===== config.mk =====
export PLATFORM = sky130hd
export DESIGN_NAME = ifu
export DESIGN_NICKNAME = d
export VERILOG_FILES = /design/src/rtl/ifu_pkg.sv /design/src/rtl/ifu_fifo.sv /design/src/rtl/ifu.sv
export SDC_FILE = /design/constraint.sdc
export NUM_CORES = 1
export LEC_CHECK = 0
export CORE_MARGIN = 2
export CORE_UTILIZATION = 40
export CTS_BUF_LIST = sky130_fd_sc_hd__clkbuf_16
export DETAILED_ROUTE_END_ITERATION = 8
export PLACE_DENSITY = 0.7
export SLEW_MARGIN = 10
export SYNTH_ARGS = -nofsm -noshare
export SYNTH_HDL_FRONTEND = slang
export SYNTH_SLANG_ARGS = --single-unit

===== constraint.sdc =====
create_clock -name clk -period 3.6 [get_ports clk]
set_clock_uncertainty 0.1 [all_clocks]
set_input_delay 0.72 -clock clk [delete_from_list [all_inputs] [get_ports clk]]
set_output_delay 0.72 -clock clk [all_outputs]
set_load 0.01 [all_outputs]

===== src/rtl/ifu_pkg.sv =====
// ifu_pkg: shared types and constants for the instruction fetch unit
package ifu_pkg;
   typedef enum logic {RUN, HALT} state_t;
   localparam logic [31:0] RESET_PC_DEF = 32'h8000_0000;
endpackage


===== src/rtl/ifu_fifo.sv =====
// ifu_fifo: 2-entry synchronous FIFO with flush, used for buffered instructions and issued addresses
module ifu_fifo #(
   parameter int W = 64
) (
   input  logic         clk,
   input  logic         rst_n,
   input  logic         push,
   input  logic         pop,
   input  logic         flush,
   input  logic [W-1:0] din,
   output logic [W-1:0] dout,
   output logic [1:0]   count,
   output logic         empty,
   output logic         full
);
   logic [W-1:0] mem [2];
   logic rp, wp, do_pop, do_push;
   assign empty = count == 2'd0;
   assign full = count == 2'd2;
   assign dout = mem[rp];
   assign do_pop = pop & ~empty;
   // a full FIFO may accept a push when the head leaves in the same cycle
   assign do_push = push & (~full | do_pop);
   always_ff @(posedge clk or negedge rst_n) begin
      if (!rst_n) begin
         mem[0] <= '0;
         mem[1] <= '0;
         rp <= 1'b0;
         wp <= 1'b0;
         count <= 2'd0;
      end else if (flush) begin
         rp <= 1'b0;
         wp <= 1'b0;
         count <= 2'd0;
      end else begin
         if (do_push) begin
            mem[wp] <= din;
            wp <= ~wp;
         end
         if (do_pop) rp <= ~rp;
         count <= count + {1'b0, do_push} - {1'b0, do_pop};
      end
   end
endmodule


===== src/rtl/ifu.sv =====
// ifu: instruction fetch unit - PC, credit-limited fetch requests, redirect/halt handling
module ifu import ifu_pkg::*; #(
   parameter logic [31:0] RESET_PC = RESET_PC_DEF
) (
   input  logic        clk,
   input  logic        rst_n,
   output logic        imem_req_valid,
   input  logic        imem_req_ready,
   output logic [31:0] imem_req_addr,
   input  logic        imem_rsp_valid,
   input  logic [31:0] imem_rsp_data,
   output logic        inst_valid,
   input  logic        inst_ready,
   output logic [31:0] inst,
   output logic [31:0] inst_pc,
   input  logic        redirect_valid,
   input  logic [31:0] redirect_pc,
   input  logic        halt,
   output logic        halted
);
   state_t state, state_nxt;
   logic [31:0] pc, rsp_pc;
   logic [63:0] fdout;
   logic [1:0] outstanding, drop_cnt, out_nxt, fcnt;
   logic live, fire, rsp_ok, drop, pop, fempty, ffull, aempty, afull;
   logic unused_full;
   assign unused_full = ffull & afull;
   assign fire = imem_req_valid & imem_req_ready;
   assign rsp_ok = imem_rsp_valid & ~aempty;
   assign drop = rsp_ok & (drop_cnt != 2'd0);
   assign pop = inst_valid & inst_ready;
   // a head instruction leaving this cycle already frees its credit
   assign imem_req_valid = live & (state == RUN) & ({1'b0, outstanding} + {1'b0, fcnt} - {2'b00, pop} < 3'd2);
   assign imem_req_addr = pc;
   assign inst_valid = ~fempty;
   assign {inst, inst_pc} = inst_valid ? fdout : '0;
   assign halted = (state == HALT) & aempty;
   assign out_nxt = outstanding + {1'b0, fire} - {1'b0, rsp_ok};
   always_comb begin
      state_nxt = (state == RUN && halt) ? HALT : state;
   end
   always_ff @(posedge clk or negedge rst_n) begin
      if (!rst_n) begin
         state <= RUN;
         live <= 1'b0;
         pc <= RESET_PC;
         drop_cnt <= 2'd0;
      end else begin
         state <= state_nxt;
         live <= 1'b1;
         pc <= redirect_valid ? {redirect_pc[31:2], 2'b00} : fire ? pc + 32'd4 : pc;
         // everything still in flight after a redirect belongs to the old path
         drop_cnt <= redirect_valid ? out_nxt : drop_cnt - {1'b0, drop};
      end
   end
   ifu_fifo #(.W(64)) u_ibuf (
      .clk(clk), .rst_n(rst_n), .push(rsp_ok & ~drop & ~redirect_valid), .pop(pop),
      .flush(redirect_valid), .din({imem_rsp_data, rsp_pc}), .dout(fdout),
      .count(fcnt), .empty(fempty), .full(ffull)
   );
   // issued-address queue; its occupancy is the outstanding request count
   ifu_fifo #(.W(32)) u_aq (
      .clk(clk), .rst_n(rst_n), .push(fire), .pop(rsp_ok), .flush(1'b0),
      .din(pc), .dout(rsp_pc), .count(outstanding), .empty(aempty), .full(afull)
   );
endmodule


# [Word level (Yosys, flattened, before mapping)]
# Index checks and enable logic that the tools add are counted.
[totals] regBits=236 word_cells=94
[op_classes] n_addsub=10 magnitude_cmp=7 eq_ne=2 mux=21 bitwise_logic=30 reduce_logical=10
[ops] operator="$mux 64" count=5
[ops] operator="$mux 32" count=6
[ops] operator="$bwmux 128" count=1
[ops] operator="$bwmux 64" count=1
[ops] operator="$demux 64 s1" count=1
[ops] operator="$add 32x3->32 const B" count=1
[ops] operator="$demux 32 s1" count=1
[ops] operator="$and 1x1->1" count=13
[ops] operator="$not 1->1" count=11
[ops] operator="$ge 2x2->1 const B" count=4
[ops] operator="$not 1->2" count=4
[ops] operator="$reduce_bool 2->1" count=4
[ops] operator="$sub 2x1->2" count=4
[ops] operator="$add 2x1->2" count=3
[ops] operator="$eq 2x2->1 const B" count=2
[ops] operator="$logic_not 2->1" count=2
[ops] operator="$lt 2x1->1 const B" count=2
[ops] operator="$mux 1" count=4
[ops] operator="$mux 2" count=2
[ops] operator="$add 2x2->3" count=1
[ops] operator="$logic_and 1x1->1" count=3
[ops] operator="$lt 3x2->1 const B" count=1
[ops] operator="$sub 3x1->3" count=1
[ops] operator="$or 1x1->1" count=2
[ops] operator="$reduce_and 2->1" count=1

# [Logic depth before layout (Yosys ltp)]
# Gate-level depths: netlist of run 1.
[depth] depth_word=11 ltp_mapped=13

# [By module]
# Synthesis of run 1 repeated with hierarchy kept, for this count alone.
[unflattened] cells_unflattened=864 area_unflattened_um2=11631.2
[modules_own_cells] module="ifu_fifo at u_ibuf" instances=1 cells_each=365 area_per_inst_um2=5979.5 seq_area_each_um2=3303.2
[modules_own_cells] module="ifu_fifo at u_aq" instances=1 cells_each=195 area_per_inst_um2=3106.7 seq_area_each_um2=1701.6
[modules_own_cells] module="ifu" instances=1 cells_each=304 area_per_inst_um2=2544.9 seq_area_each_um2=852.1

# [Worst setup path before layout of run 1]
# No wires, ideal clock.
[synth_timing] kind="in2reg" start="input inst_ready" end="register u_aq.mem[37] (netlist name)" setup_ps=125 arrival_ps=3310 slack_ps=66 cell_stages=12 path_buffers=2 cell_sequence="nor2b_1 ha_1 inv_1 nand2_1 fa_1 and4b_1 and2_1 clkbuf_1 o31a_1 nor2b_1 buf_2 mux2_2"
[synth_via] elab_chain_cells=6
[synth_lines] item="start, declared" line_no="ifu.sv:13" text="input logic inst_ready,"
[synth_lines] item="$and 1x1->1" line_no="ifu.sv:31" text="assign pop = inst_valid & inst_ready;"
[synth_lines] item="$sub 3x1->3" line_no="ifu.sv:33" text="assign imem_req_valid = live & (state == RUN) & ({1'b0, outstanding} + {1'b0, fcnt} - {2'b00, pop} < 3'd2);"
[synth_lines] item="$lt 3x2->1" line_no="ifu.sv:33"
[synth_lines] item="$and 1x1->1" line_no="ifu.sv:33"
[synth_lines] item="$and 1x1->1" line_no="ifu.sv:28" text="assign fire = imem_req_valid & imem_req_ready;"
[synth_lines] item="$and 1x1->1" line_no="ifu_fifo.sv:23" text="assign do_push = push & (~full | do_pop);"
[synth_lines] item="end signal, assigned by index" line_no="ifu_fifo.sv:37" text="mem[wp] <= din;"
[synth_lines] item="end, declared" line_no="ifu_fifo.sv:16" text="logic [W-1:0] mem [2];"
# Every way passes these cells.
# A chain may end at the register's enable or synchronous reset.

# [Worst setup path after layout of run 1]
[layout_timing] start="input inst_ready" end="output imem_req_valid"
[layout_via] elab_chain_cells=4
[layout_lines] item="$and 1x1->1" line_no="ifu.sv:31"
[layout_lines] item="$sub 3x1->3" line_no="ifu.sv:33"
[layout_lines] item="$lt 3x2->1" line_no="ifu.sv:33"
[layout_lines] item="$and 1x1->1" line_no="ifu.sv:33"
[layout_lines] item="end, declared" line_no="ifu.sv:7" text="output logic imem_req_valid,"
# Every way passes these cells.

==> results of run 1 <==
synth_stat cells, types with 3 or more instances:
cell type  instances
a21oi_1           31
and3_1             4
and4_1             3
buf_1             12
buf_2             12
buf_4              4
clkbuf_1          31
dfrtp_1          225
ha_1              10
inv_1             15
mux2_1            44
mux2_2            81
mux2i_1           93
nand2_1           71
nand3_1            8
nand4_1            5
nor2_1           104
nor2b_1            4
nor3_1             9
nor4_1             5
nor4_2             3
o21ai_0           40
o21ai_1           21
xnor2_1           33
xor2_1             7
flip-flops by register name, indices dropped and copies added (netlist names), 2 cells and up:
register / cells
u_aq.count: 2
u_ibuf.mem: 124
imem_req_addr: 30
u_ibuf.count: 2
drop_cnt: 2
u_aq.mem: 60
layout make-up:
class | instances | area (sq um)
fill | 2238 | 11900
inverter | 16 | 60.1
sequential | 226 | 5660
clock inverter | 21 | 229
tap | 330 | 413
timing repair buffer | 194 | 1980
clock buffer | 25 | 626
multi-input combinational | 596 | 4400
through the flow:
step                      utilization, %  setup WS, ns
final                               53.0         0.169
after global routing                53.0        0.0665
after CTS                           52.9       0.00923
after detailed placement            49.5        -0.371
after global placement              49.5        -0.327
after floorplan                        -        0.0656
power breakdown:
part	total (mW)	internal [mW]	switching (mW)	leakage, nW
combinational	2.76	1.53	1.23	2.53
clock	2.63	1.62	1.01	0.434
sequential	3.69	3.17	0.529	2.95
total	9.09	6.32	2.77	5.91
how the worst max path moves through the flow:
stage,cells after the start,end
finish,9,imem_req_valid
global route,9,imem_req_valid
CTS,9,imem_req_valid
detailed placement,9,imem_req_valid
global placement,9,imem_req_valid
floorplan,12,u_aq.mem[37]
metal layers:
metal,global-route usage (%),wire (um),vias up
li1,-,-,3386
met1,24.8,10800,3500
met2,30.1,11200,159
met3,2.71,1190,28
met4,3.32,308,0
met5,0,0,-
kinds of logic after synthesis:
logic type / count (synthesis) / share of synthesized area, %
adders and majority gates: 11 / 1.40
buffers and inverters: 76 / 3.12
and+or+nand+nor: 228 / 9.98
AOI/OAI and AO/OA: 94 / 4.64
muxes: 218 / 22.6
DFF: 226 / 54.8
other: 2 / 0.0727
xor gates and xnor gates: 40 / 3.39
timing repair:
| action | in CTS | in global routing |
|---|---|---|
| setup endpoints to repair | 1 | 1 |
| buffers inserted | 0 | 1 |
| resized for setup | 4 | 3 |
| pin swaps | 1 | 1 |
worst register-to-register path: stages, from the launching register on:
cell     delay (ns)
dfrtp_1        0.42
nor2_4         0.15
nor2b_4        0.05
ha_1           0.26
inv_1          0.08
nand2_1        0.08
fa_2           0.53
and4b_1        0.22
and2_1         0.16
o31a_1         0.18
nor2b_4        0.23
buf_12         0.18
mux2_2         0.35
==> results.cfg, run 1 <==
[placement]
dp_cells = 1361
postPlaceCellArea_sq_um = 12500
dp_hpwl_um = 15200
gp_congestion = 0.769
portBuffers = 163

[route]
drt_iter0_markers = 270
routed_wl_um = 23500
ant_nets = 0
drc = 0
vias = 7073
viasPerCell = 5.02
routedWlPerCell_um = 16.7
drtPass1Iterations = 5

[critical_path]
start_kind = input port
cp-startpoint = inst_ready
cp.arrival_ns = 2.61
path_max_fanout = 2
cp_top_family = buffers and inverters
r2r_end = u_aq.mem[57]
cp_cell_sequence = clkdlybuf4s50_1 > nor2b_4 > ha_1 > inv_1 > nand2_1 > fa_2 > xor2_1 > and4b_1 > buf_2
r2r_slack_ns = 0.49
crit_buf_inv = 3
required_ns = 2.78
slowest_stage = clkdlybuf4s50_1
cpPeakStageDelay_ns = 0.49
endpoint_kind = output port
r2r_start = u_ibuf.count[0]
worstRegToRegCells = 12
critPathKind = in -> out

[timing]
relSlewSlack_pct = 30.7
post-route-period-util_pct = 95.3
setup_viol = 0
fmax_ghz = 0.291
layout_min_cycle_time_ns = 3.43
whs_ns = 0.0923
rsz0062_at_grt = false
slew_violations = 0
hold_viol_final = 0
tightest_slew_ns = 1.04
tns_ns = 0

[synthesis]
ys_warn_count = 0
syn-cell-area_sq_um = 10300
netlist_instances = 895
netlist.area_leader.share_pct = 54.5
synth_edf_count = 0
async_flop_share_pct = 100
yosysTopAreaCell = dfrtp_1
avgSynthCellArea_sq_um = 11.5
synth_seq_cells = 226
synth_area_leaders = dfrtp_1, mux2i_1, mux2_2
synth.distinct_cells = 41
ys_dominant_reg_cell = dfrtp_1
yosysSeqAreaShare_pct = 54.8

[final_layout]
design_area_sq_um = 13400
fin_cells = 1408
drive_gt1_share_pct = 15.8
mostFrequentLayoutCell = dfrtp_1
syn2layout_area_growth_pct = 29.5
layout_common_cells = dfrtp_1, clkdlybuf4s50_1, nor2_1, mux2i_1, mux2_2
nNetsFinal = 1141
antennaDiodeCount = 0

[clock_network]
clock_latency_ns = 0.52
cts_sinks = 226
htreeDepth = 1
numCtsBuffers = 25
cts_hold_buffers = 0
clockBufferDepth = 3
cts_root_buf = clkbuf_16
cts.clk_slew.worst_paths_ns = 0.06
tritoncts = built

[power]
finalPower_mw = 9.09
powerDensity_nw_per_um2 = 680
p_leak_nw = 5.91
peakVddDrop_mv = 0.430

[die]
die_w_um = 165
io_pins = 170
rows = 58
die_y_um = 165
core_area_sq_um = 25300
die_area_sq_um = 27100
initial_core_util_pct = 40.9

[global_routing]
grt_overflow = 0
grt_pass1_vias = 7355
grt_max_degree = 94
track_usage_pct = 17.9
grt_first_pass_wirelength_um = 38600
grt_antenna_before_repair = 0

[hold_path]
min_path_type = in -> async

[flow_run]
drv_cap = 0

[run_status]
status = completed
Note: power is estimated with default switching activity, not from simulation.
==> run 2: changes to the inputs <==
--- a/config.mk
+++ b/config.mk
@@ -6,10 +6,10 @@
 export NUM_CORES = 1
 export LEC_CHECK = 0
 export CORE_MARGIN = 2
-export CORE_UTILIZATION = 40
+export CORE_UTILIZATION = 48
 export CTS_BUF_LIST = sky130_fd_sc_hd__clkbuf_16
 export DETAILED_ROUTE_END_ITERATION = 8
-export PLACE_DENSITY = 0.7
+export PLACE_DENSITY = 0.81
 export SLEW_MARGIN = 10
 export SYNTH_ARGS = -nofsm -noshare
 export SYNTH_HDL_FRONTEND = slang
==> results.cfg, run 2 (synthesis gave the netlist of run 1 again) <==
[critical_path]
r2r_slack_ns = 0.43
cp.arrival_ns = 2.67
endpoint_kind = output port
cpPeakStageDelay_ns = 0.49
worstRegToRegCells = 12
r2r_start = u_ibuf.count[0]
cp_top_family = buffers and inverters
crit_buf_inv = 3
r2r_end = u_aq.mem[40]
slowest_stage = clkdlybuf4s50_1
path_max_fanout = 2
start_kind = input port
critPathKind = in -> out
required_ns = 2.78
cp_cell_sequence = clkdlybuf4s50_1 > nor2b_4 > ha_1 > inv_1 > nand2_1 > fa_2 > xor2_1 > and4b_1 > buf_2

[die]
die_w_um = 151
initial_core_util_pct = 49.0
rows = 53
die_area_sq_um = 22700
io_pins = 170
die_y_um = 151
core_area_sq_um = 21100

[timing]
hold_viol_final = 0
rsz0062_at_grt = false
relSlewSlack_pct = 32.4
post-route-period-util_pct = 97.1
setup_viol = 0
slew_violations = 0
layout_min_cycle_time_ns = 3.49
timing.final.ws_setup_ns = 0.105
fmax_ghz = 0.286
tightest_slew_ns = 1.01

[power]
p_leak_nw = 5.89
powerDensity_nw_per_um2 = 675
peakVddDrop_mv = 0.373

[clock_network]
tritoncts = built
cts_root_buf = clkbuf_16
cts_sinks = 226
numCtsBuffers = 24
clock_latency_ns = 0.51
htreeDepth = 1
clockBufferDepth = 3
cts.clk_slew.worst_paths_ns = 0.06

[final_layout]
fillCellCount = 1656
nNetsFinal = 1141
fin_cells = 1352
syn2layout_area_growth_pct = 28.0
antennaDiodeCount = 0
largest-register = u_ibuf.mem
layout_common_cells = dfrtp_1, clkdlybuf4s50_1, nor2_1, mux2i_1, mux2_2
mostFrequentLayoutCell = dfrtp_1
drive_gt1_share_pct = 15.6
largest_reg_flops = 124
postLayoutCoreUtil_pct = 62.7

[route]
ant_nets = 0
routedWlPerCell_um = 17.2
vias = 7149
drtPass1Iterations = 4
drc = 0
routed_wl_um = 23300
drt_iter0_markers = 295
viasPerCell = 5.29

[global_routing]
grt_antenna_before_repair = 0
track_usage_pct = 20.7
grt_first_pass_wirelength_um = 37400
grt_max_degree = 88
grt_pass1_vias = 7250
grt_overflow = 0

[flow_run]
drv_cap = 0

[placement]
dp_hpwl_um = 15300
place_ws_ns = -0.402
portBuffers = 163
dp_cells = 1307
gp_congestion = 0.783

[run_status]
status = completed

[hold_path]
min_path_type = in -> async
-- run 2: worst reg2reg max path: stages (launching register included) --
cell     delay, ns
dfrtp_1       0.42
nor2_4        0.16
nor2b_4       0.05
ha_1          0.28
inv_1         0.08
nand2_1       0.07
fa_2          0.54
and4b_1       0.24
and2_1        0.16
o31a_1        0.20
nor2b_4       0.23
buf_12        0.18
mux2_2        0.36
-- run 2: final cells by class --
| type | count | area (sq um) | area share, % |
|---|---|---|---|
| multi-input cells | 596 | 4400 | 33.3 |
| clock buffers | 25 | 626 | 4.73 |
| repair buffers | 195 | 1970 | 14.9 |
| inverters | 16 | 60.1 | 0.454 |
| well taps | 275 | 344 | 2.60 |
| clock inverters | 19 | 160 | 1.21 |
| flip-flops and latches | 226 | 5660 | 42.8 |
-- run 2: routing by layer --
metal  wire length (um)  global-route usage, %  part of all wire (%)  vias up
met3               1080                   2.61                   4.6       25
met4                317                   4.16                   1.4        0
met2              11500                   35.8                    49      165
met1              10400                   28.1                    45     3578
li1                   -                      -                     -     3381
met5                  0                      0                     0        -
-- run 2: stage by stage --
step	hold WS, ns	power [mW]	instance area (sq um)	TNS [ns]
after floorplan	0.324	5.24	10300	0
after global placement	0.360	6.39	12400	-10.76
after detailed placement	0.370	6.50	12400	-15.47
after CTS	0.137	9.00	13200	0
after global routing	0.153	9.42	13200	0
final	0.119	8.92	13200	0
-- run 2: where the power goes --
group	switching [mW]	internal, mW	leakage (nW)
sequential	0.529	3.17	2.95
combinational	1.24	1.54	2.53
clock	0.984	1.47	0.413
total	2.75	6.17	5.89
-- run 2: repair_timing --
| action | 4_1_cts | 5_1_grt |
|---|---|---|
| buffers inserted | 1 | 0 |
| setup endpoints to repair | 1 | 1 |
| hold buffers | 0 | 0 |
| pin swaps | 1 | 1 |
| gates resized for setup | 5 | 2 |
-- run 2: how the worst max path moves through the flow --
stage	from	to	slack (ns)	cells past startpoint
global route	inst_ready	imem_req_valid	0.03	9
global placement	inst_ready	imem_req_valid	-0.32	9
finish	inst_ready	imem_req_valid	0.11	9
detailed placement	inst_ready	imem_req_valid	-0.40	9
CTS	inst_ready	imem_req_valid	0.07	9
floorplan	inst_ready	u_aq.mem[37]	0.07	12
==> run 3: changes to the inputs <==
--- a/config.mk
+++ b/config.mk
@@ -5,6 +5,7 @@
 export SDC_FILE = /design/constraint.sdc
 export NUM_CORES = 1
 export LEC_CHECK = 0
+export CAP_MARGIN = 20
 export CORE_MARGIN = 2
 export CORE_UTILIZATION = 48
 export CTS_BUF_LIST = sky130_fd_sc_hd__clkbuf_16
==> results of run 3 <==
The final DEF is identical to that of run 2; final timing and power are the same.
